===== src/rtl/calc_pkg.sv =====
// Shared constants and state encoding for the arithmetic stages and the display path.
package calc_pkg;

    localparam int unsigned W        = 28;
    localparam int unsigned DIGITS   = 8;
    localparam int unsigned CNT_W    = $clog2(W);
    localparam int unsigned SR_W     = 4 * DIGITS + W;
    localparam logic [W-1:0] MAX_DISP = W'(99999999);
    localparam logic [3:0]  ERR_DIGIT = 4'hF;

    typedef enum logic [1:0] {
        IDLE = 2'd0,
        CONV = 2'd1,
        DONE = 2'd2
    } state_t;

endpackage


===== src/rtl/bcd_dig_adj.sv =====
// Double-dabble nibble correction: digits of 5 or more get +3 before the shift.
module bcd_dig_adj (
    input  logic [3:0] dig_in,
    output logic [3:0] dig_out
);

    always_comb begin
        dig_out = dig_in;
        if (dig_in >= 4'd5) begin
            dig_out = dig_in + 4'd3;
        end
    end

endmodule


===== src/rtl/rez_to_bcd.sv =====
// Signed result to 8-digit BCD converter, iterative double-dabble, one shift per clock.
// Optional leading-zero blank mask enabled by defining LEADING_ZERO_BLANK_EN.
module rez_to_bcd
    import calc_pkg::*;
(
    input  logic                  clk,
    input  logic                  rst,
    input  logic [W-1:0]          d_in,
    input  logic                  ovr_in,
    input  logic                  valid_in,
    output logic [4*DIGITS-1:0]   bcd,
    output logic                  neg,
    output logic                  err,
    output logic [DIGITS-1:0]     blank,
    output logic                  busy,
    output logic                  valid_out
);

    state_t               state_q, state_d;
    logic [SR_W-1:0]      sr_q, sr_d;
    logic [CNT_W-1:0]     cnt_q, cnt_d;
    logic                 neg_r_q, neg_r_d;
    logic                 err_r_q, err_r_d;
    logic [4*DIGITS-1:0]  bcd_q, bcd_d;
    logic                 neg_q, neg_d;
    logic                 err_q, err_d;
    logic                 valid_out_q, valid_out_d;
    logic [W-1:0]         mag;
    logic [4*DIGITS-1:0]  bcd_adj;

    // Two's complement magnitude; -2**(W-1) wraps to 2**(W-1) and fails the range check.
    assign mag = d_in[W-1] ? (~d_in + W'(1)) : d_in;

    for (genvar g = 0; g < DIGITS; g++) begin : g_adj
        bcd_dig_adj u_adj (
            .dig_in  (sr_q[W+4*g +: 4]),
            .dig_out (bcd_adj[4*g +: 4])
        );
    end

    always_comb begin
        state_d     = state_q;
        sr_d        = sr_q;
        cnt_d       = cnt_q;
        neg_r_d     = neg_r_q;
        err_r_d     = err_r_q;
        bcd_d       = bcd_q;
        neg_d       = neg_q;
        err_d       = err_q;
        valid_out_d = 1'b0;
        unique case (state_q)
            IDLE: begin
                if (valid_in) begin
                    neg_r_d = d_in[W-1];
                    if (ovr_in || (mag > MAX_DISP)) begin
                        err_r_d = 1'b1;
                        state_d = DONE;
                    end else begin
                        err_r_d = 1'b0;
                        sr_d    = {{(4*DIGITS){1'b0}}, mag};
                        cnt_d   = '0;
                        state_d = CONV;
                    end
                end
            end
            CONV: begin
                sr_d  = {bcd_adj[4*DIGITS-2:0], sr_q[W-1:0], 1'b0};
                cnt_d = cnt_q + CNT_W'(1);
                if (cnt_q == CNT_W'(W - 1)) begin
                    state_d = DONE;
                end
            end
            DONE: begin
                valid_out_d = 1'b1;
                state_d     = IDLE;
                if (err_r_q) begin
                    bcd_d = {DIGITS{ERR_DIGIT}};
                    neg_d = 1'b0;
                    err_d = 1'b1;
                end else begin
                    bcd_d = sr_q[SR_W-1 -: 4*DIGITS];
                    neg_d = neg_r_q;
                    err_d = 1'b0;
                end
            end
            default: state_d = IDLE;
        endcase
    end

    always_ff @(posedge clk or negedge rst) begin
        if (!rst) begin
            state_q     <= IDLE;
            sr_q        <= '0;
            cnt_q       <= '0;
            neg_r_q     <= 1'b0;
            err_r_q     <= 1'b0;
            bcd_q       <= '0;
            neg_q       <= 1'b0;
            err_q       <= 1'b0;
            valid_out_q <= 1'b0;
        end else begin
            state_q     <= state_d;
            sr_q        <= sr_d;
            cnt_q       <= cnt_d;
            neg_r_q     <= neg_r_d;
            err_r_q     <= err_r_d;
            bcd_q       <= bcd_d;
            neg_q       <= neg_d;
            err_q       <= err_d;
            valid_out_q <= valid_out_d;
        end
    end

`ifdef LEADING_ZERO_BLANK_EN
    logic [DIGITS-1:0] blank_q, blank_d;

    // Blank every digit above the most significant non-zero one; units always shown.
    always_comb begin
        logic seen;
        seen    = 1'b0;
        blank_d = blank_q;
        if (state_q == DONE) begin
            blank_d = '0;
            if (!err_r_q) begin
                for (int k = DIGITS - 1; k >= 1; k--) begin
                    seen       = seen | (sr_q[W+4*k +: 4] != 4'd0);
                    blank_d[k] = ~seen;
                end
            end
        end
    end

    always_ff @(posedge clk or negedge rst) begin
        if (!rst) begin
            blank_q <= '0;
        end else begin
            blank_q <= blank_d;
        end
    end

    assign blank = blank_q;
`else
    assign blank = '0;
`endif

    assign bcd       = bcd_q;
    assign neg       = neg_q;
    assign err       = err_q;
    assign busy      = (state_q != IDLE);
    assign valid_out = valid_out_q;

endmodule


===== config.mk =====
export PLATFORM = sky130hd
export DESIGN_NAME = rez_to_bcd
export DESIGN_NICKNAME = d
export VERILOG_FILES = /design/src/rtl/calc_pkg.sv /design/src/rtl/bcd_dig_adj.sv /design/src/rtl/rez_to_bcd.sv
export SDC_FILE = /design/constraint.sdc
export NUM_CORES = 1
export LEC_CHECK = 0
export CAP_MARGIN = 20
export CORE_AREA = 2 2 140 142
export CTS_BUF_LIST = sky130_fd_sc_hd__clkbuf_8
export DETAILED_ROUTE_END_ITERATION = 16
export DIE_AREA = 0 0 142 144
export SLEW_MARGIN = 10
export SYNTH_ARGS = -nofsm -noshare
export SYNTH_HDL_FRONTEND = slang
export SYNTH_SLANG_ARGS = --single-unit

===== constraint.sdc =====
create_clock -name clk -period 1.9 [get_ports clk]
set_input_delay 0.285 -clock clk [delete_from_list [all_inputs] [get_ports clk]]
set_output_delay 0.285 -clock clk [all_outputs]
set_load 0.02 [all_outputs]

==> results of run 1 <==
-- sequential cells by signal, summed over array words and instances (netlist names) --
| register | flops |
|---|---|
| err_r_q | 1 |
| neg_r_q | 1 |
| bcd | 32 |
| cnt_q | 5 |
| err | 1 |
| sr_q | 60 |
| valid_out | 1 |
| state_q | 2 |
| neg | 1 |
-- metal layers --
layer,track usage [%],wire (microns),up-vias
met5,0,0,-
met4,5.11,85,0
met3,1.85,475,4
met2,26.9,7850,102
met1,22.8,7900,2588
li1,-,-,2718
-- cell type report --
class | count | area, sq um | area share, %
inverters | 26 | 97.6 | 1.11
well taps | 238 | 298 | 3.38
clock inverters | 3 | 38.8 | 0.440
repair buffers | 207 | 1880 | 21.4
flip-flops and latches | 104 | 2600 | 29.5
multi-input cells | 489 | 3720 | 42.2
clock buffers | 13 | 179 | 2.03
-- stage by stage --
stage          setup slack [ps]  area, sq um  TNS [ps]  total power (W)
2_1_floorplan             -1360         6270    -84690          0.00724
3_5_place_dp              -1900         7800   -122430          0.00931
4_1_cts                   -1090         8560    -67780           0.0114
5_1_grt                   -1210         8820    -74670           0.0123
3_3_place_gp              -1850         7800   -118560          0.00920
6_report                  -1140         8820    -69790           0.0115
-- worst reg2reg max path, delay by kind of cell, from the launching register on --
family	cells	cell delay [ps]
muxes	1	250
DFF	1	440
AOI/OAI and AO/OA	2	490
buffers and inverters	1	140
adders and majority gates	1	210
and+or+nand+nor	1	70
-- path summary, 6_finish.rpt --
path | start | end | depth (start not counted)
max | d_in[13] | sr_q[6] | 11
min | rst | neg | 2
max reg2reg | sr_q[52] | sr_q[54] | 6
min reg2reg | bcd[20] | bcd[20] | 2
max in group asynchronous | rst | sr_q[38] | 3
min in group clk | d_in[0] | sr_q[0] | 4
-- placed cells by master, fill, tap and decap left out, drive strengths merged, types with 11 or more instances in the layout --
| master | count |
|---|---|
| a21oi | 18 |
| a22o | 22 |
| buf | 146 |
| clkbuf | 13 |
| clkdlybuf4s50 | 47 |
| dfrtp | 104 |
| ha | 18 |
| inv | 25 |
| mux2i | 11 |
| nand2 | 66 |
| nand2b | 16 |
| nor2 | 58 |
| nor3 | 14 |
| o21ai | 69 |
| o22ai | 16 |
| o31ai | 12 |
| or4 | 11 |
| xnor2 | 23 |
| xor2 | 17 |
-- cells by family (layout without fill, tap and decap cells) --
group / after synthesis / after routing
AND/OR/NAND/NOR: 211 / 211
AO/OA/AOI/OAI: 192 / 192
flip-flops: 104 / 104
buffers and inverters: 78 / 249
XOR/XNOR: 40 / 40
multiplexers: 20 / 20
adder cells (fa/ha/maj): 18 / 18
other: 1 / 8
-- timing repair --
| item | CTS | global route |
|---|---|---|
| gates resized for setup | 106 | 56 |
| pin swaps | 28 | 42 |
| endpoints found under the setup margin | 69 | 69 |
| setup buffers | 36 | 5 |
| gates cloned | 2 | 0 |
| endpoints found under the hold margin | 18 | 0 |
| hold buffers | 1 | 0 |
-- power by group --
part	leakage, nW	switching (W)	internal (W)	total (W)
clock	0.117	0.000752	0.000748	0.00150
combinational	2.41	0.00320	0.00287	0.00607
sequential	1.31	0.000718	0.00316	0.00388
==> impl_metrics.ini, run 1 <==
[worst_setup_path]
crit_chain = buf_6, or4_4, or4_4, o41ai_4, xor2_1, a2111o_1, buf_6, a21boi_4, a31oi_4, buf_6, mux2_4
cp_top_family = compound AO/OA/AOI/OAI gates
path_max_fanout = 7
worst_ep_required_time_ps = 2160
reg2reg_slack_ps = 240
critical_path_buf_inv_count = 3
end_kind = register
cp-start-kind = primary input
arrival_ps = 3300
critical_path.slowest_cell = or4_4
slowest_delay_ps = 520
crit_top_cell = buf_6
timing.setup.critical_path_class = in2reg

[clocking]
cts_made_buffers = 9
htree_levels = 3
cts_tree = yes
cts-root-buf = clkbuf_8
ctsLongestPathBuffers = 2
path_clk_slew_ps = 100
clk_latency_ps = 370
cts.sinks = 104

[final_layout]
final_util_pct = 46.2
antenna_cells_inserted = 0
layout.nets = 887
drive_gt1_share_pct = 30.6
area_growth_pct = 43.1
instances_no_fill = 1080
fillers = 1814

[synthesis]
ys_warn_count = 0
yosys.area_share.simple_pct = 16.7
yosysMostFrequentCell = dfrtp_1
synthAdderAreaFrac_pct = 3.65
muxShareOfSynthArea_pct = 3.43
synth_edf_count = 0
synth_area_sq_mm = 0.00616
synth_common_cells = dfrtp_1 (104), o21ai_0 (69), nand2_1 (66)
syn_inst = 664
ys_seq_area_share_pct = 42.2
ys_ff_latch = 104
synth_compound_area_share_pct = 22.3
synth_largest_area_cell = dfrtp_1
synth-xor-area-share_pct = 5.69
synthTopCellsByArea = dfrtp_1 (42%), o21ai_0 (5.6%), nand2_1 (4.0%)
async_reset_ff_share_pct = 100
ys_types = 63
ys.flop_type = dfrtp_1
synth_area_per_cell_sq_um = 9.28
synth_top_cell_area_share_pct = 42.2
synth_top_family_by_area = compound AO/OA/AOI/OAI gates

[grt]
grt-ovfl-total = 0
grt_pass1_wl_microns = 27100
grt_pass1_vias = 5351
gr-usage-all-layers_pct = 16.4
antenna_found_initial = 0
grt_max_degree = 48

[run_status]
status = finished, violations left
violations = negative setup slack

[timing]
fin_ws_ps = -1140
period_needed_ps = 3040
finalHoldViolCount = 0
hold_ws_ps = 344
drv_slew = 0
clock.fmax_mhz = 329
finalSetupViolCount = 68
min_period_over_period_pct = 160
rsz0062_at_grt = yes
clock_skew_ps = 7.36

[die]
fp.dieW_microns = 142
design.core.area_sq_mm = 0.0191
initial_core_util_pct = 32.3
io_pins = 76
die_h_microns = 144
row_count = 51
die_area_sq_mm = 0.0204

[drt]
initialDrtViolationCount = 296
drc = 0
vias = 5412
drtAntennaViolNets = 0
routedWlPerCell_microns = 15.1
drt_first_pass_iters = 4
wl_microns = 16300
viasPerCell = 5.01

[power]
p_per_area_mw_per_mm2 = 1300
ir_drop_mv = 0.507
leakagePower_nw = 3.84

[placement]
portBuffers = 67
detailed_place_hpwl_microns = 11000
gp_congestion = 0.847
placed_cells_incl_taps = 1025

[run]
max_cap_violations = 0

[min_path]
hold_class = in2async
Note: power is estimated with default switching activity, not from simulation.
==> inputs of run 2 (changes only) <==
Settings changed: SETUP_SLACK_MARGIN set to 0.5.
==> run 2 against run 1 <==
Against the previous run:
- the run still ends with negative setup slack left
- global-route usage decreased by 0.23 points
- cell count increased by 0.56%
- first-iteration DRC count decreased by 5.4%
- sequential power about the same
- setup slack improved by 28 ps
- routed wire length increased by 0.90%
- hold slack improved by 74 ps
- maximum frequency increased by 0.94%
- clock skew about the same
- sequential cell count unchanged
- register-to-register slack got worse by 130 ps
- non-clock buffer count increased by 7
==> impl_metrics.ini, run 2 (synthesis results as in run 1) <==
[run_status]
status = finished, violations left
violations = negative setup slack

[timing]
rsz0062_at_grt = yes
setup-tns-final_ps = -70560
tightest_slew_ps = 619
clock_skew_ps = 7.38
finalSetupViolCount = 68
finalHoldViolCount = 0
min_period_over_period_pct = 159
fin_ws_ps = -1120
period_needed_ps = 3020
hold_ws_ps = 418
drv_slew = 0
slew_headroom_pct = 58.2
clock.fmax_mhz = 332

[grt]
grt_max_degree = 66
grt-ovfl-total = 0
gr-usage-all-layers_pct = 16.2
grt_pass1_wl_microns = 27000
antenna_found_initial = 0
grt_pass1_vias = 5335

[worst_setup_path]
crit_top_cell = buf_6
worst_ep_required_time_ps = 2170
timing.setup.critical_path_class = in2reg
critical_path.slowest_cell = or4_4
cp_top_family = simple AND/OR/NAND/NOR gates
slowest_delay_ps = 510
arrival_ps = 3280
path_max_fanout = 8
crit_chain = buf_2, or4_4, or4_4, buf_6, nor4_4, o211ai_1, a2111o_1, buf_6, a21boi_4, a31oi_4, buf_6, mux2_4
end_kind = register
critical_path_buf_inv_count = 4
cp-start-kind = primary input

[drt]
initialDrtViolationCount = 280
routedWlPerCell_microns = 15.2
drc = 0
wl_microns = 16500
viasPerCell = 5.14
vias = 5579
drt_first_pass_iters = 5
drtAntennaViolNets = 0

[final_layout]
final_util_pct = 46.4
largest_reg_flops = 60
antenna_cells_inserted = 0
final_common_cell = buf_4
regMostFlops = sr_q
drive_gt1_share_pct = 30.9
layout.nets = 894
layout_common_cells = buf_4 (124), dfrtp_1 (103), nand2_1 (65)
area_growth_pct = 43.8

[placement]
detailed_place_hpwl_microns = 11000
portBuffers = 67
gp_congestion = 0.799

[power]
finalPower_w = 0.0115
leakagePower_nw = 3.94
ir_drop_mv = 0.566
p_per_area_mw_per_mm2 = 1300

[die]
die_area_sq_mm = 0.0204
die_h_microns = 144
io_pins = 76
row_count = 51
fp.dieW_microns = 142
design.core.area_sq_mm = 0.0191
initial_core_util_pct = 32.3

[clocking]
cts_tree = yes
cts_made_buffers = 9
clk_latency_ps = 370
htree_levels = 3
path_clk_slew_ps = 100
ctsLongestPathBuffers = 2
cts-root-buf = clkbuf_8
cts.sinks = 104

[run]
max_cap_violations = 0

[min_path]
hold_class = in2async
[run 2: worst paths after layout]
kind / from / end / slack (ps) / cells past startpoint
max: d_in[12] / sr_q[24] / -1120 / 12
min: rst / bcd[7] / 420 / 2
max reg2reg: sr_q[40] / sr_q[42] / 110 / 6
min reg2reg: bcd[30] / bcd[30] / 480 / 2
max in group asynchronous: rst / sr_q[14] / 910 / 3
min in group clk: bcd[30] / bcd[30] / 480 / 2
[run 2: through the flow]
| step | instance area, sq um | worst slack (ps) | std cells |
|---|---|---|---|
| CTS | 8570 | -1080 | 1076 |
| global route | 8860 | -1190 | 1086 |
| detailed placement | 7700 | -1910 | 1018 |
| floorplan | 6270 | -1360 | 671 |
| finish | 8860 | -1120 | 1086 |
| global placement | 7700 | -1810 | 1018 |
[run 2: final cells by class]
| class | instances | area (sq um) |
|---|---|---|
| multi-input combinational | 489 | 3690 |
| tap | 238 | 298 |
| sequential | 104 | 2600 |
| inverter | 26 | 105 |
| clock inverter | 5 | 81.3 |
| timing repair buffer | 214 | 1940 |
| fill | 1803 | 10200 |
| clock buffer | 10 | 138 |
[run 2: what timing repair did]
action	4_1_cts	5_1_grt
endpoints found under the hold margin	35	0
cloned	4	1
endpoints found under the setup margin	136	119
pin swaps	39	34
setup buffers	38	9
hold buffers	1	0
gates resized for setup	157	56
[run 2: metal layers]
layer / wire, microns / share of wire [%] / global-route usage, % / up-vias
met2: 7670 / 47 / 26.4 / 139
met3: 508 / 3.1 / 1.56 / 21
met5: 0 / 0 / 0 / -
met4: 331 / 2.0 / 5.42 / 0
met1: 7950 / 48 / 22.7 / 2683
li1: - / - / - / 2736
[run 2: report_power, final]
group	internal, W	switching (W)
clock	0.000771	0.000765
sequential	0.00316	0.000733
combinational	0.00283	0.00323
